File: config.mk
export PLATFORM = sky130hd
export DESIGN_NAME = wb_user_slave_arbiter
export DESIGN_NICKNAME = d
export VERILOG_FILES = /design/src/rtl/wb_user_slave_arbiter.sv
export SDC_FILE = /design/constraint.sdc
export NUM_CORES = 1
export LEC_CHECK = 0
export ABC_AREA = 1
export BUFFER_PORTS_ARGS = -buffer_cell sky130_fd_sc_hd__buf_2
export CELL_PAD_IN_SITES_DETAIL_PLACEMENT = 0
export CELL_PAD_IN_SITES_GLOBAL_PLACEMENT = 2
export CORE_MARGIN = 2
export CORE_UTILIZATION = 25
export CTS_CLUSTER_SIZE = 20
export DETAILED_ROUTE_END_ITERATION = 8
export PLACE_DENSITY_LB_ADDON = 0.1
export SETUP_SLACK_MARGIN = 0.1
export SLEW_MARGIN = 0
export SYNTH_ARGS = -nofsm -noshare
export SYNTH_HDL_FRONTEND = slang
export SYNTH_SLANG_ARGS = --single-unit
File: constraint.sdc
create_clock -name wb_clk_i -period 1.5 [get_ports wb_clk_i]
set_input_delay 0.075 -clock wb_clk_i [delete_from_list [all_inputs] [get_ports wb_clk_i]]
set_output_delay 0.075 -clock wb_clk_i [all_outputs]
set_load 0.01 [all_outputs]
File: src/rtl/wb_user_slave_arbiter.sv
// wb_user_slave_arbiter
//   Wishbone slave-side controller between the management SoC port and up to
//   NSLV user slaves. It decodes the user window, runs one transaction at a
//   time to the selected slave, and returns a registered response. Every
//   access is bounded by an ack timeout. It records the last fault address and
//   keeps a saturating fault count.
//
//   Optional feature macro: WB_ARB_TIMEOUT_IRQ_EN. When defined, irq_o is a
//   sticky timeout flag. When undefined, irq_o is tied low.
//
//   Ports
//     wb_clk_i, wb_rst_ni           : clock, async active-low reset
//     wbs_cyc/stb/we/sel/adr/dat_i  : master request
//     wbs_ack_o, wbs_dat_o          : master response (registered)
//     s_cyc_o[NSLV]                 : one-hot slave cycle
//     s_stb/we/sel/adr/dat_o        : shared slave request
//     s_ack_i[NSLV], s_dat_i        : per-slave ack, packed read data
//     err_o, err_adr_o, err_cnt_o   : sticky fault flag, last fault address, count
//     err_clr_i                     : synchronous clear of err_o/err_cnt_o/irq_o
//     irq_o                         : timeout interrupt
module wb_user_slave_arbiter #(
  parameter int unsigned NSLV     = 4,
  parameter logic [11:0] BASE_HI  = 12'h300,
  parameter int unsigned SLOT_LSB = 8,
  parameter int unsigned TIMEOUT  = 255,
  parameter logic [31:0] ERR_DATA = 32'hDEADBEEF
) (
  input  logic                 wb_clk_i,
  input  logic                 wb_rst_ni,
  input  logic                 wbs_cyc_i,
  input  logic                 wbs_stb_i,
  input  logic                 wbs_we_i,
  input  logic [3:0]           wbs_sel_i,
  input  logic [31:0]          wbs_adr_i,
  input  logic [31:0]          wbs_dat_i,
  output logic                 wbs_ack_o,
  output logic [31:0]          wbs_dat_o,
  output logic [NSLV-1:0]      s_cyc_o,
  output logic                 s_stb_o,
  output logic                 s_we_o,
  output logic [3:0]           s_sel_o,
  output logic [31:0]          s_adr_o,
  output logic [31:0]          s_dat_o,
  input  logic [NSLV-1:0]      s_ack_i,
  input  logic [32*NSLV-1:0]   s_dat_i,
  output logic                 err_o,
  output logic [31:0]          err_adr_o,
  output logic [15:0]          err_cnt_o,
  input  logic                 err_clr_i,
  output logic                 irq_o
);

  localparam logic [1:0] ST_IDLE = 2'd0;
  localparam logic [1:0] ST_WAIT = 2'd1;
  localparam logic [1:0] ST_RESP = 2'd2;

  logic [1:0]      state_q,   state_d;
  logic [15:0]     cnt_q,     cnt_d;
  logic [31:0]     adr_q,     adr_d;
  logic [31:0]     wdat_q,    wdat_d;
  logic [3:0]      sel_q,     sel_d;
  logic            we_q,      we_d;
  logic [NSLV-1:0] s_cyc_q,   s_cyc_d;
  logic            s_stb_q,   s_stb_d;
  logic [31:0]     rdat_q,    rdat_d;
  logic            fault_q,   fault_d;
  logic            ack_q,     ack_d;
  logic [31:0]     dat_q,     dat_d;
  logic            err_q,     err_d;
  logic [31:0]     err_adr_q, err_adr_d;
  logic [15:0]     err_cnt_q, err_cnt_d;

  logic [2:0]  slot_in;
  logic        mapped_in;
  logic        ack_sel;
  logic [31:0] rdat_sel;
  logic        timeout_hit;
  logic        fault_set;
  logic [31:0] fault_adr;

  assign slot_in   = wbs_adr_i[SLOT_LSB+2:SLOT_LSB];
  assign mapped_in = (wbs_adr_i[31:20] == BASE_HI) && (32'(slot_in) < NSLV);

  // s_cyc_q is one-hot, so masking with it selects the addressed slave and
  // ignores acks from every other slot.
  assign ack_sel = |(s_cyc_q & s_ack_i);

  always_comb begin
    rdat_sel = '0;
    for (int unsigned k = 0; k < NSLV; k++) begin
      if (s_cyc_q[k]) rdat_sel = s_dat_i[32*k +: 32];
    end
  end

  assign timeout_hit = (state_q == ST_WAIT) && wbs_cyc_i && !ack_sel &&
                       (cnt_q == 16'(TIMEOUT - 1));

  always_comb begin
    state_d   = state_q;
    cnt_d     = cnt_q;
    adr_d     = adr_q;
    wdat_d    = wdat_q;
    sel_d     = sel_q;
    we_d      = we_q;
    s_cyc_d   = s_cyc_q;
    s_stb_d   = s_stb_q;
    rdat_d    = rdat_q;
    fault_d   = fault_q;
    ack_d     = 1'b0;
    dat_d     = '0;
    fault_set = 1'b0;
    fault_adr = adr_q;
    case (state_q)
      ST_IDLE: begin
        if (wbs_cyc_i && wbs_stb_i) begin
          adr_d  = wbs_adr_i;
          wdat_d = wbs_dat_i;
          sel_d  = wbs_sel_i;
          we_d   = wbs_we_i;
          rdat_d = '0;
          cnt_d  = '0;
          if (mapped_in) begin
            for (int unsigned k = 0; k < NSLV; k++) s_cyc_d[k] = (32'(slot_in) == k);
            s_stb_d = 1'b1;
            fault_d = 1'b0;
            state_d = ST_WAIT;
          end else begin
            fault_d   = 1'b1;
            fault_set = 1'b1;
            fault_adr = wbs_adr_i;
            state_d   = ST_RESP;
          end
        end
      end
      ST_WAIT: begin
        if (!wbs_cyc_i) begin
          s_cyc_d = '0;
          s_stb_d = 1'b0;
          state_d = ST_IDLE;
        end else if (ack_sel) begin
          rdat_d  = rdat_sel;
          s_cyc_d = '0;
          s_stb_d = 1'b0;
          fault_d = 1'b0;
          state_d = ST_RESP;
        end else if (timeout_hit) begin
          s_cyc_d   = '0;
          s_stb_d   = 1'b0;
          fault_d   = 1'b1;
          fault_set = 1'b1;
          state_d   = ST_RESP;
        end else begin
          cnt_d = cnt_q + 16'd1;
        end
      end
      ST_RESP: begin
        ack_d   = 1'b1;
        dat_d   = fault_q ? ERR_DATA : rdat_q;
        state_d = ST_IDLE;
      end
      default: state_d = ST_IDLE;
    endcase
  end

  // A fault in the same cycle as err_clr_i wins: the count restarts at 1.
  always_comb begin
    err_d     = err_q;
    err_adr_d = err_adr_q;
    err_cnt_d = err_cnt_q;
    if (fault_set) begin
      err_d     = 1'b1;
      err_adr_d = fault_adr;
      if (err_clr_i)                   err_cnt_d = 16'd1;
      else if (err_cnt_q != 16'hFFFF)  err_cnt_d = err_cnt_q + 16'd1;
    end else if (err_clr_i) begin
      err_d     = 1'b0;
      err_cnt_d = '0;
    end
  end

  always_ff @(posedge wb_clk_i or negedge wb_rst_ni) begin
    if (!wb_rst_ni) begin
      state_q   <= ST_IDLE;
      cnt_q     <= '0;
      adr_q     <= '0;
      wdat_q    <= '0;
      sel_q     <= '0;
      we_q      <= 1'b0;
      s_cyc_q   <= '0;
      s_stb_q   <= 1'b0;
      rdat_q    <= '0;
      fault_q   <= 1'b0;
      ack_q     <= 1'b0;
      dat_q     <= '0;
      err_q     <= 1'b0;
      err_adr_q <= '0;
      err_cnt_q <= '0;
    end else begin
      state_q   <= state_d;
      cnt_q     <= cnt_d;
      adr_q     <= adr_d;
      wdat_q    <= wdat_d;
      sel_q     <= sel_d;
      we_q      <= we_d;
      s_cyc_q   <= s_cyc_d;
      s_stb_q   <= s_stb_d;
      rdat_q    <= rdat_d;
      fault_q   <= fault_d;
      ack_q     <= ack_d;
      dat_q     <= dat_d;
      err_q     <= err_d;
      err_adr_q <= err_adr_d;
      err_cnt_q <= err_cnt_d;
    end
  end

`ifdef WB_ARB_TIMEOUT_IRQ_EN
  logic irq_q, irq_d;

  always_comb begin
    irq_d = irq_q;
    if (timeout_hit)    irq_d = 1'b1;
    else if (err_clr_i) irq_d = 1'b0;
  end

  always_ff @(posedge wb_clk_i or negedge wb_rst_ni) begin
    if (!wb_rst_ni) irq_q <= 1'b0;
    else            irq_q <= irq_d;
  end

  assign irq_o = irq_q;
`else
  assign irq_o = 1'b0;
`endif

  assign wbs_ack_o = ack_q;
  assign wbs_dat_o = dat_q;
  assign s_cyc_o   = s_cyc_q;
  assign s_stb_o   = s_stb_q;
  assign s_we_o    = we_q;
  assign s_sel_o   = sel_q;
  assign s_adr_o   = adr_q;
  assign s_dat_o   = wdat_q;
  assign err_o     = err_q;
  assign err_adr_o = err_adr_q;
  assign err_cnt_o = err_cnt_q;

endmodule

# After elaboration in Yosys (flattened, before gate mapping)
# Index checks and enable logic that the tools add are counted.
[totals] reg_bits=207 latch_bits=0 ramBits=0 romBits=0 mem_count=0
[classes] n_addsub=2 n_mul=0 n_div=0 n_lt_le_gt_ge=1 eq_ne=16 shift=0 mux=54 bitwise_logic=1 n_reduce_logical=19
[ops] op="2-to-1 mux 32 bit" count=12
[ops] op="2-to-1 mux 16 bit" count=8
[ops] op="one-hot mux 32 bit (2 select lines)" count=1
[ops] op="adder 16 x 1 -> 16 bit (second input constant)" count=2
[ops] op="one-hot mux 16 bit (2 select lines)" count=1
[ops] op="2-to-1 mux 4 bit" count=5
[ops] op="2-to-1 mux 1 bit" count=17
[ops] op="equality test 16 x 8 -> 1 bit (second input constant)" count=1
[ops] op="inequality test 16 bit (second input constant)" count=1
[ops] op="equality test 12 x 10 -> 1 bit (second input constant)" count=1
[ops] op="inequality test 2 bit (second input constant)" count=6
[ops] op="AND reduction 4 bit" count=3
[ops] op="2-to-1 mux 2 bit" count=5
[ops] op="one-hot mux 4 bit (2 select lines)" count=1
[ops] op="equality test 3 x 2 -> 1 bit (second input constant)" count=2
[ops] op="one-hot mux 1 bit (2 select lines)" count=3
[ops] op="AND reduction 2 bit" count=3
[ops] op="nonzero test 2 bit" count=3
[ops] op="logical AND 1 bit" count=5
[ops] op="AND reduction 5 bit" count=1
[ops] op="bitwise AND 4 bit" count=1
[ops] op="inequality test 4 bit (second input constant)" count=1
[ops] op="one-hot mux 2 bit (2 select lines)" count=1
[ops] op="OR reduction 4 bit" count=1
[ops] op="other kinds (8)" count=8

# Depth between registers and ports, before layout
# Gate-level depths: netlist (run 1).
[depth] depth_word=11 mapped_depth=12 mapped_depth_nobuf=11

# Worst setup path before layout (run 1)
# Ideal clock, no wire load.
[synth_path] kind="flip-flop to flip-flop" start="register err_cnt_q[0] (netlist: err_cnt_o[0])" end="register err_cnt_q[3] (netlist: err_cnt_o[3])" setup_ns=0.066 t_arrival_ns=1.544 required_time_ns=1.434 path_slack_ns=-0.110 path_stages_with_launch=11 n_path_buf=1 path_cell_list="dfrtp_1 -> ha_1 -> nand2_1 -> nor2_2 -> nand2_1 -> clkinv_1 -> nand4_2 -> nand2_2 -> buf_6 -> nand2_1 -> nand2_1"
[synth_between] elab_chain_len=4
[synth_lines] element="from (decl)" line_no="71" text="logic [15:0] err_cnt_q, err_cnt_d;"
[synth_lines] element="from (signal assigned)" line_no="213" text="err_cnt_q <= err_cnt_d;"
[synth_lines] element="adder 16 x 1 -> 16 bit" line_no="174" text="else if (err_cnt_q != 16'hFFFF) err_cnt_d = err_cnt_q + 16'd1;"
[synth_lines] element="2-to-1 mux 16 bit" line_no="174"
[synth_lines] element="2-to-1 mux 16 bit" line_no="173" text="if (err_clr_i) err_cnt_d = 16'd1;"
[synth_lines] element="2-to-1 mux 16 bit" line_no="170" text="if (fault_set) begin"
# Parallel ways exist; a longest one is shown, timed or not. The select of a mux whose other input is x is not followed.
# A chain may end at the register's enable or synchronous reset.

# Worst setup path in the final report (run 1)
[layout_path] start="register cnt_q[0]" end="register err_adr_q[0] (netlist: err_adr_o[0])"
[layout_between] elab_chain_len=6
[layout_lines] element="from (decl)" line_no="58" text="logic [15:0] cnt_q, cnt_d;"
[layout_lines] element="from (signal assigned)" line_no="200" text="cnt_q <= cnt_d;"
[layout_lines] element="equality test 16 x 8 -> 1 bit" line_no="96" text="(cnt_q == 16'(TIMEOUT - 1));"
[layout_lines] element="logical AND 1 bit" line_no="95" text="assign timeout_hit = (state_q == ST_WAIT) && wbs_cyc_i && !ack_sel &&"
[layout_lines] element="2-to-1 mux 1 bit" line_no="146" text="end else if (timeout_hit) begin"
[layout_lines] element="2-to-1 mux 1 bit" line_no="140" text="end else if (ack_sel) begin"
[layout_lines] element="2-to-1 mux 1 bit" line_no="136" text="if (!wbs_cyc_i) begin"
[layout_lines] element="one-hot mux 1 bit (2 select lines)" line_no="113" text="case (state_q)"
[layout_lines] element="to (signal assigned)" line_no="212" text="err_adr_q <= err_adr_d;"
[layout_lines] element="to (decl)" line_no="70" text="logic [31:0] err_adr_q, err_adr_d;"
# No other way between the ends.

==> results of run 1 <==
==> cell usage in the layout, fill, tap and decap left out, types with 15 or more instances in the layout <==
cell type / n
sky130_fd_sc_hd__nor2_1: 101
sky130_fd_sc_hd__o21ai_0: 85
sky130_fd_sc_hd__nand4_1: 18
sky130_fd_sc_hd__buf_12: 25
sky130_fd_sc_hd__inv_1: 91
sky130_fd_sc_hd__dlygate4sd3_1: 171
sky130_fd_sc_hd__nand3_1: 27
sky130_fd_sc_hd__dfrtp_1: 204
sky130_fd_sc_hd__nand2_2: 18
sky130_fd_sc_hd__nand2_1: 404
sky130_fd_sc_hd__buf_2: 357
sky130_fd_sc_hd__buf_6: 15
sky130_fd_sc_hd__buf_4: 94
sky130_fd_sc_hd__clkbuf_16: 34
sky130_fd_sc_hd__o21ai_1: 55
sky130_fd_sc_hd__a21oi_1: 57
==> state kept, by name, indices dropped and copies added (netlist names) <==
signal     flops
cnt_q         16
err_adr_o     32
err_cnt_o     16
err_o          1
fault_q        1
rdat_q        32
s_adr_o       32
s_cyc_o        4
s_dat_o       32
s_sel_o        4
s_stb_o        1
s_we_o         1
state_q        2
wbs_ack_o      1
wbs_dat_o     32
==> logic make-up (layout without fill, tap and decap cells) <==
group	count (synthesis)	count (layout)	synth area share, %
compound gates	246	246	13.4
xor+xnor	15	15	1.33
fa+ha+maj	3	3	0.380
buf+inv	169	828	7.37
flops	207	207	52.5
other cells	1	3	0.0380
simple gates	609	609	25.0
==> what timing repair did <==
action | in CTS | in global routing
hold buffers | 171 | 0
setup endpoints to repair | 189 | 201
cloned | 5 | 7
gates resized for setup | 80 | 65
hold endpoints to repair | 347 | 0
setup buffers | 5 | 6
pin swaps | 20 | 16
==> worst paths after layout <==
path	startpoint	to	slack, ps	cells after the start
min in group asynchronous	wb_rst_ni	err_cnt_o[7]	60	2
setup reg to reg	cnt_q[0]	err_adr_o[0]	-120	11
max in group asynchronous	wb_rst_ni	s_we_o	850	3
setup / recovery	cnt_q[0]	err_adr_o[0]	-120	11
hold / removal	s_dat_i[30]	rdat_q[30]	-2	5
hold reg to reg	s_dat_o[6]	s_dat_o[6]	460	2
==> metrics by stage <==
step	instances	utilization (%)	hold slack [ps]	power, mW	setup slack [ps]
after CTS	2414	41.7	3.02	21.6	-104
after floorplan	1250	-	-221	11.1	3.49
after global placement	2187	34.1	55.9	14.6	-151
after detailed placement	2187	34.1	54.5	14.6	-191
after global routing	2427	42.8	35.0	23.1	-230
final	2429	42.8	-1.68	21.6	-124
==> critical path, stage by stage (launching register included) <==
cell and delay, ps:
sky130_fd_sc_hd__dfrtp_1 390, sky130_fd_sc_hd__inv_2 90, sky130_fd_sc_hd__ha_4 130, sky130_fd_sc_hd__nand2_2 50
sky130_fd_sc_hd__nor2_2 80, sky130_fd_sc_hd__nand2_2 80, sky130_fd_sc_hd__nor2_4 100, sky130_fd_sc_hd__nand2_4 110
sky130_fd_sc_hd__nand2_8 120, sky130_fd_sc_hd__inv_16 70, sky130_fd_sc_hd__clkbuf_16 160, sky130_fd_sc_hd__o21ai_0 140
==> power breakdown <==
group / switching, mW / internal, mW / leakage [nW]
Clock: 2.51 / 3.87 / 0.423
Sequential: 0.884 / 7.18 / 2.70
Combinational: 4.08 / 3.09 / 5.50
==> layout make-up <==
cell class	instances	area, µm²
Timing Repair inverter	1	5.00
Inverter	106	437
Timing Repair Buffer	675	5190
Multi-Input combinational cell	874	4290
Fill cell	4003	22200
Clock buffer	40	774
Antenna cell	2	5.00
Sequential cell	207	5180
Clock inverter	6	83.8
Tap cell	518	648
==> layer usage <==
layer	up-vias	part of all wire [%]	track usage, %
li1	5301	-	-
met1	4810	44	23.3
met2	273	47	30.6
met3	54	6.9	5.12
met4	2	2.3	4.82
met5	-	0.041	0
==> results_dict.tcl, run 1 <==
set metrics [dict create \
    fp.coreArea_mm2 0.0388 \
    status "finished with violations" \
    synthFlopType "sky130_fd_sc_hd__dfrtp_1" \
    rsz_0062_raised_after_global_routing "yes" \
    hold_ws_ps -1.68 \
    avgRoutedWirePerCell_um 15.9 \
    ant_nets 0 \
    maxCapViolCount 0 \
    place_congestion 0.774 \
    die-area_mm2 0.0411 \
    layout-drive-gt1-share_pct 33.3 \
    synth-edff-count 0 \
    dominant_cell_type_by_area_after_synthesis "sky130_fd_sc_hd__dfrtp_1" \
    crit_fanout 9 \
    critPathCaptureType "flip-flop" \
    htree_num_levels 1 \
    finalSetupViolations 77 \
    post-route-worst-setup-slack_ps -124 \
    failed_checks "negative hold slack, negative setup slack" \
    tritoncts "built" \
    timing.final.crit_share_pct 108 \
    grt_use_total_pct 18.3 \
    yosys.cell_count.top_type "sky130_fd_sc_hd__nand2_1" \
    layout_min_cycle_time_ps 1620 \
    clk_path_buf_depth 3 \
    clk_latency_ps 550 \
    firstDrtPassIters 5 \
    drc_errors 0 \
    via_per_instance_ratio 4.30 \
    leakage_nw 8.63 \
    antenna_found_initial 2 \
    synth_top_cells_by_area "sky130_fd_sc_hd__dfrtp_1, sky130_fd_sc_hd__nand2_1, sky130_fd_sc_hd__o21ai_0, sky130_fd_sc_hd__nor2_1, sky130_fd_sc_hd__inv_1" \
    yosys.cell_types.count 34 \
    vias 10440 \
    fin_worst_skew_ps 10.8 \
    timing.critical_path.arrival_ps 2090 \
    totalNegativeSetupSlack_ps -5100 \
    initialDrtViolationCount 446 \
    first_pass_grt_wire_length_um 59700 \
    fin_nets 2101 \
    synth_cells 1250 \
    max-slew-margin-rel_pct 65.3 \
    top_cell_types_by_occurrence_after_synthesis "sky130_fd_sc_hd__nand2_1, sky130_fd_sc_hd__dfrtp_1, sky130_fd_sc_hd__o21ai_0, sky130_fd_sc_hd__nor2_1, sky130_fd_sc_hd__inv_1" \
    worst_setup_hold_path_clk_slew_ps 60 \
    synth-async-reset-ratio_pct 100 \
    power.density_mw_per_mm2 1300 \
    ir_drop_uv 841 \
    postPlaceCellArea_mm2 0.0132 \
    placement_rows 72 \
    pin_count 363 \
    cts_made_buffers 27 \
    final_max_slew_viol_count 0 \
    worst_ep_required_time_ps 1970 \
    fmax_mhz 616 \
    ys_warn_count 0 \
    final_hold_viol_count 1 \
    totalWireLength_um 38700 \
    synthesized_area_per_cell_um2 7.90 \
    synth-seq-cells 207 \
    detailed_place_hpwl_um 26800 \
    yosysSeqAreaShare_pct 52.5 \
    synth_fp_nets 1459 \
    buffer_ports.inserted 361 \
    synthDominantCellAreaShare_pct 52.5 \
    die_height_um 203 \
    stdcell_area_mm2 0.0166 \
    min-delay-path-class "input port to flip-flop" \
    grt_start_max_net_pins 59 \
    cts_root_buf "sky130_fd_sc_hd__clkbuf_16" \
    netlist_area_before_placement_mm2 0.00988 \
    worstSetupPathType "flip-flop to flip-flop" \
    cp-start-kind "flip-flop" \
    floorplan.initialDensity_pct 25.4 \
    timing_worst_slew_pin_value_ps 521 \
    total_congestion_overflow 0 \
    area_growth_syn_to_layout_pct 68.3 \
    die_width_um 203 \
    clock-sinks 207 \
    grt_pass1_vias 10835 \
]
No activity file was read; power rests on OpenSTA's default activity.
==> inputs of run 2 (changes only) <==
CTS_BUF_LIST = sky130_fd_sc_hd__clkbuf_8   (was default)
==> run 2 against run 1 <==
  * The run ends with negative setup slack left
  * Via count rose by 6.0%
  * Core utilization rose by 5.0 points
  * Combinational power rose by 23%
  * Cell count rose by 4.0%
  * Fmax fell by 2.9%
  * Die area did not move
  * Register-to-register slack got worse by 50 ps
  * Clock power fell by 2%
  * Global-route usage rose by 0.81 points
  * Count of clock-buffer cells in the layout rose by 17
  * Non-clock buffer count rose by 63
  * Critical path type unchanged
  * Highest routed layer unchanged
==> results_dict.tcl, run 2 (synthesized netlist as in run 1, its figures left out) <==
set metrics [dict create \
    power_frac_comb_pct 38.0 \
    final_max_slew_viol_count 0 \
    mostFrequentLayoutCell "sky130_fd_sc_hd__buf_2" \
    ir_drop_uv 732 \
    timing_worst_slew_pin_value_ps 525 \
    critical_path.max_stage_delay_ps 370 \
    floorplan.initialDensity_pct 25.4 \
    p_sw_share_pct 36.1 \
    cp-start-kind "flip-flop" \
    clock-sinks 207 \
    crit_path_cell_trace "inv_1, nand2_1, nor2_1, nand2_1, nor2_4, nand2_4, nand2_8, buf_12, inv_8, clkbuf_16, nand2_2, o21ai_1" \
    area_growth_syn_to_layout_pct 87.9 \
    buffer_ports.inserted 361 \
    post-place-ws_ps -191 \
    rsz_0062_raised_after_global_routing "yes" \
    use_met3_pct 5.20 \
    initialDrtViolationCount 441 \
    timing.critical_path.arrival_ps 2120 \
    internal_power_mw 14.9 \
    power.share.sequential_pct 35.2 \
    cts_root_buf "sky130_fd_sc_hd__clkbuf_8" \
    finalSetupViolations 121 \
    switchingPower_mw 8.40 \
    commonest_cells_after_routing_fill_and_taps_aside "sky130_fd_sc_hd__buf_2, sky130_fd_sc_hd__nand2_1, sky130_fd_sc_hd__dfrtp_1, sky130_fd_sc_hd__dlygate4sd3_1, sky130_fd_sc_hd__nand2_2" \
    min-delay-path-class "input port to flip-flop" \
    die-area_mm2 0.0411 \
    rr_startpoint "cnt_q[12]" \
    grt_use_total_pct 19.1 \
    buffers_and_inverters_on_the_worst_path 4 \
    totalWireLength_um 42200 \
    clk_path_buf_depth 3 \
    cts_made_buffers 42 \
    global_routing_met2_resource_utilization_pct 31.8 \
    fp.coreArea_mm2 0.0388 \
    reg2reg_setup_slack_ps -170 \
    die_height_um 203 \
    antenna_found_initial 2 \
    layout-drive-gt1-share_pct 43.7 \
    worst_ep_required_time_ps 1950 \
    first_pass_grt_wire_length_um 62000 \
    place_congestion 0.774 \
    htree_num_levels 2 \
    pwr-share-clk_pct 26.8 \
    drc_errors 0 \
    failed_checks "negative setup slack" \
    hold_end "rdat_q[21]" \
    fin_worst_skew_ps 39.8 \
    fill_cells 3826 \
    hold_ws_ps 2.71 \
    fin_nets 2182 \
    fmax_mhz 598 \
    maxCapViolCount 0 \
    layout_min_cycle_time_ps 1670 \
    register_area_mm2 0.00518 \
    crit-reg2reg-capture "err_adr_o[22]" \
    crit_fanout 5 \
    clk_latency_ps 590 \
    timing.final.crit_share_pct 111 \
    timing.critical_path.max_delay_family "simple AND/OR/NAND/NOR gates" \
    tritoncts "built" \
    min-delay-start "s_dat_i[53]" \
    grt_start_max_net_pins 52 \
    leakage_nw 9.63 \
    die_width_um 203 \
    firstDrtPassIters 4 \
    hold_path_depth 5 \
    status "finished with violations" \
    globalRouteMet1Util_pct 24.1 \
    avgRoutedWirePerCell_um 16.7 \
    cpMostUsedCell "sky130_fd_sc_hd__nand2_1" \
    final_hold_viol_count 0 \
    ant_nets 0 \
    pin_count 363 \
    worst_setup_hold_path_clk_slew_ps 60 \
    max-slew-margin-rel_pct 65.0 \
    cpMaxStageDelayCell "sky130_fd_sc_hd__dfrtp_1" \
    critPathCaptureType "flip-flop" \
    power.density_mw_per_mm2 1250 \
    worstSetupPathType "flip-flop to flip-flop" \
    grt_pass1_vias 11201 \
    multi_input_combinational_cell_area_mm2 0.00498 \
    vias 11063 \
    reg2regPathDepth 12 \
    placement_rows 72 \
    detailed_place_hpwl_um 26800 \
    post-route-worst-setup-slack_ps -172 \
    total_congestion_overflow 0 \
    top_usage_layer "met2" \
    via_per_instance_ratio 4.38 \
]
==> run 2: cell count changes in the layout (fill, tap and decap cells not counted), moves of 9 or more <==
cell | before | now
sky130_fd_sc_hd__nand2_1 | 404 | 271
sky130_fd_sc_hd__nand2_2 | 18 | 110
sky130_fd_sc_hd__clkbuf_8 | 5 | 57
sky130_fd_sc_hd__nand2_4 | 12 | 51
sky130_fd_sc_hd__o21ai_2 | 13 | 39
sky130_fd_sc_hd__o21ai_0 | 85 | 66
sky130_fd_sc_hd__clkbuf_16 | 34 | 17
sky130_fd_sc_hd__buf_12 | 25 | 41
sky130_fd_sc_hd__inv_1 | 91 | 107
sky130_fd_sc_hd__dlygate4sd3_1 | 171 | 183
sky130_fd_sc_hd__buf_16 | 3 | 12
sky130_fd_sc_hd__nor2_1 | 101 | 92
==> run 2: metrics by stage <==
stage | setup TNS, ps | total power [mW] | util, % | cell area (µm²) | std cells
floorplan | 0 | 11.1 | - | 9940 | 1250
global placement | -9020 | 14.6 | 34.1 | 13200 | 2187
detailed placement | -10140 | 14.6 | 34.1 | 13200 | 2187
CTS | -7120 | 22.1 | 43.9 | 17000 | 2489
global route | -23380 | 24.8 | 47.8 | 18600 | 2524
finish | -10800 | 23.3 | 47.8 | 18600 | 2525
==> run 2: routing by layer <==
metal / routed length, µm / share of wire, %
met3: 2810 / 6.7
met1: 18000 / 43
met4: 1210 / 2.9
met5: 13 / 0.031
met2: 20200 / 48
==> run 2: what timing repair did <==
item,in CTS,in global routing
hold endpoints to repair,347,0
setup endpoints to repair,176,192
setup buffers,25,16
resized for setup,125,288
pin swaps,25,67
hold buffers,183,0
gates cloned,17,21
==> run 2: worst min-delay path, stage by stage <==
cell and delay [ps]:
sky130_fd_sc_hd__buf_2 80, sky130_fd_sc_hd__a22oi_1 70, sky130_fd_sc_hd__o21ai_0 180, sky130_fd_sc_hd__nand2_1 80
sky130_fd_sc_hd__o21ai_1 70
==> run 2: power groups by stage <==
| stage | logic [mW] | clock network, mW | registers, mW |
|---|---|---|---|
| after floorplan | 2.27 | 0 | 8.81 |
| after detailed placement | 6.54 | 0 | 8.08 |
| after global routing | 9.67 | 6.73 | 8.41 |
| after CTS | 7.59 | 6.48 | 8.05 |
| after global placement | 6.54 | 0 | 8.08 |
| final | 8.83 | 6.25 | 8.19 |
==> run 2: layout make-up <==
type | count | share of cell area (%)
Antenna cell | 1 | 0.0135
Tap cell | 518 | 3.49
Clock inverter | 20 | 0.674
Timing Repair inverter | 3 | 0.209
Inverter | 106 | 2.39
Timing Repair Buffer | 738 | 34.2
Sequential cell | 207 | 27.9
Multi-Input combinational cell | 875 | 26.9
Clock buffer | 57 | 4.23
==> run 2: worst max-delay path by stage <==
stage	startpoint	endpoint	slack [ps]	cells past startpoint
finish	cnt_q[12]	err_adr_o[22]	-170	12
global route	cnt_q[0]	err_adr_o[12]	-260	12
CTS	cnt_q[0]	err_adr_o[0]	-110	12
detailed placement	state_q[1]	rdat_q[31]	-190	9
global placement	state_q[1]	rdat_q[26]	-150	9
floorplan	cnt_q[0]	err_adr_o[0]	3	12
==> inputs of run 3 (changes only) <==
PLACE_DENSITY = 0.79   (was default)
PLACE_DENSITY_LB_ADDON = default   (was 0.1)
SKIP_CTS_REPAIR_TIMING = 1   (was default)
==> run 3 against run 2 <==
  * The flow finishes with violations (negative hold slack, negative setup slack)
  * Sequential share of layout area is 3.1 points higher
  * Clock power down 4.0%
  * Setup slack better by 31 ps
  * Fmax grew 1.9%
  * Largest cell class unchanged
  * Largest power group is now registers
  * First-iteration DRC count increased by 29%
  * Cell count decreased by 2.9%
  * Combinational power down 15%
  * Critical path depth stayed put
==> results_dict.tcl, run 3 (synthesized netlist as in run 1, its figures left out) <==
set metrics [dict create \
    critPathCaptureType "flip-flop" \
    antenna_found_initial 2 \
    worst_setup_hold_path_clk_slew_ps 60 \
    reg2reg_setup_slack_ps -140 \
    commonest_cells_after_routing_fill_and_taps_aside "sky130_fd_sc_hd__nand2_1, sky130_fd_sc_hd__buf_2, sky130_fd_sc_hd__dfrtp_1, sky130_fd_sc_hd__dlygate4sd3_1, sky130_fd_sc_hd__inv_1" \
    floorplan.initialDensity_pct 25.4 \
    timing.final.crit_share_pct 109 \
    finalSetupViolations 85 \
    crit_fanout 27 \
    worstSetupPathType "flip-flop to flip-flop" \
    final_hold_viol_count 6 \
    power_frac_comb_pct 34.9 \
    ir_drop_uv 958 \
    final_max_slew_viol_count 0 \
    fp.coreArea_mm2 0.0388 \
    layout_min_cycle_time_ps 1640 \
    total_congestion_overflow 0 \
    grt_start_max_net_pins 62 \
    htree_num_levels 2 \
    place_congestion 0.799 \
    failed_checks "negative hold slack, negative setup slack" \
    placement_rows 72 \
    power.share.sequential_pct 37.3 \
    rsz_0062_raised_after_global_routing "yes" \
    die_width_um 203 \
    fin_nets 2111 \
    cpMostUsedCell "sky130_fd_sc_hd__nand2_1" \
    rr_startpoint "cnt_q[0]" \
    fill_cells 3888 \
    p_sw_share_pct 35.6 \
    grt_use_total_pct 16.5 \
    fin_worst_skew_ps 22.8 \
    crit_path_cell_trace "inv_2, ha_1, nand2_1, nor2_1, nand2_1, nor2_2, nand2_4, nand2_4, inv_4, buf_12, nand2_1, o21ai_0" \
    clock-sinks 207 \
    cp-start-kind "flip-flop" \
    critical_path.max_stage_delay_ps 390 \
    power.density_mw_per_mm2 1290 \
    totalWireLength_um 39500 \
    clk_latency_ps 590 \
    initialDrtViolationCount 571 \
    clk_path_buf_depth 3 \
    pwr-share-clk_pct 27.9 \
    avgRoutedWirePerCell_um 16.1 \
    drc_errors 0 \
    register_area_mm2 0.00519 \
    buffer_ports.inserted 361 \
    leakage_nw 8.73 \
    cp-startpoint "cnt_q[0]" \
    pin_count 363 \
    timing.critical_path.max_delay_family "simple AND/OR/NAND/NOR gates" \
    timing.critical_path.arrival_ps 2100 \
    cpMaxStageDelayCell "sky130_fd_sc_hd__dfrtp_1" \
    totalNegativeSetupSlack_ps -4800 \
    mostFrequentLayoutCell "sky130_fd_sc_hd__nand2_1" \
    status "finished with violations" \
    die_height_um 203 \
    ant_nets 0 \
    switchingPower_mw 7.66 \
    detailed_place_hpwl_um 25000 \
    internal_power_mw 13.9 \
    area_growth_syn_to_layout_pct 69.2 \
    tritoncts "built" \
    firstDrtPassIters 5 \
    vias 10736 \
    maxCapViolCount 0 \
    cts_root_buf "sky130_fd_sc_hd__clkbuf_8" \
    multi_input_combinational_cell_area_mm2 0.00429 \
    cts_made_buffers 41 \
    die-area_mm2 0.0411 \
    fmax_mhz 609 \
    first_pass_grt_wire_length_um 53600 \
    post-route-worst-setup-slack_ps -141 \
    min-delay-path-class "input port to flip-flop" \
    hold_ws_ps -47.9 \
    min-delay-start "s_dat_i[10]" \
    via_per_instance_ratio 4.38 \
    grt_pass1_vias 9673 \
    worst_ep_required_time_ps 1960 \
    buffers_and_inverters_on_the_worst_path 3 \
    layout-drive-gt1-share_pct 34.4 \
]
==> run 3: changes by cell type in the layout (fill, tap and decap cells not counted), sizes merged, moves of 2 or more <==
cell         change
buf             -53
clkbuf           -9
dlygate4sd3      -7
inv              -7
bufbuf           -3
clkinv           +2
clkinvlp         +2
==> run 3: worst min-delay path: cells and delay by family <==
| kind | cells | cell delay [ps] |
|---|---|---|
| AOI/OAI and AO/OA | 3 | 260 |
| buffers and inverters | 1 | 80 |
| and+or+nand+nor | 1 | 50 |
==> run 3: power by group through the flow <==
stage | Combinational (mW) | Clock (mW) | Sequential, mW
final | 7.51 | 6.00 | 8.02
after global routing | 8.24 | 6.53 | 8.22
after CTS | 6.37 | 6.27 | 7.99
after detailed placement | 6.37 | 0 | 8.03
after global placement | 6.32 | 0 | 8.02
after floorplan | 2.27 | 0 | 8.81
==> run 3: path summary, 6_finish.rpt <==
path / end / cells past startpoint
max: err_adr_o[0] / 12
max in group asynchronous: err_adr_o[11] / 3
min: rdat_q[10] / 5
max reg2reg: err_adr_o[0] / 12
min reg2reg: s_dat_o[1] / 2
min in group asynchronous: err_adr_o[4] / 3
==> run 3: through the flow <==
stage | setup slack [ps] | cell area (µm²) | power, mW | cells | util [%]
after detailed placement | -281 | 13100 | 14.4 | 2172 | 33.7
after global routing | -272 | 16700 | 23.0 | 2451 | 43.0
after CTS | -281 | 13900 | 20.6 | 2244 | 35.8
final | -141 | 16700 | 21.5 | 2451 | 43.0
after floorplan | 3.49 | 9940 | 11.1 | 1250 | -
after global placement | -284 | 13100 | 14.3 | 2172 | 33.7
==> run 3: cell type report <==
type,instances,share of cell area [%]
Timing Repair Buffer,672,31.8
Tap cell,518,3.88
Antenna cell,2,0.0300
Multi-Input combinational cell,874,25.7
Sequential cell,207,31.0
Inverter,106,2.57
Clock buffer,51,4.20
Clock inverter,21,0.854
==> run 3: layer usage <==
layer  share of wire, %  global-route usage, %  up-vias  wire (µm)
met5                  0                      0        -          0
met4                2.5                   5.47        0       1010
met3                4.8                   3.98       66       1880
met2                 50                   27.6      278      19900
met1                 42                   20.9     5075      16700
li1                   -                      -     5317          -
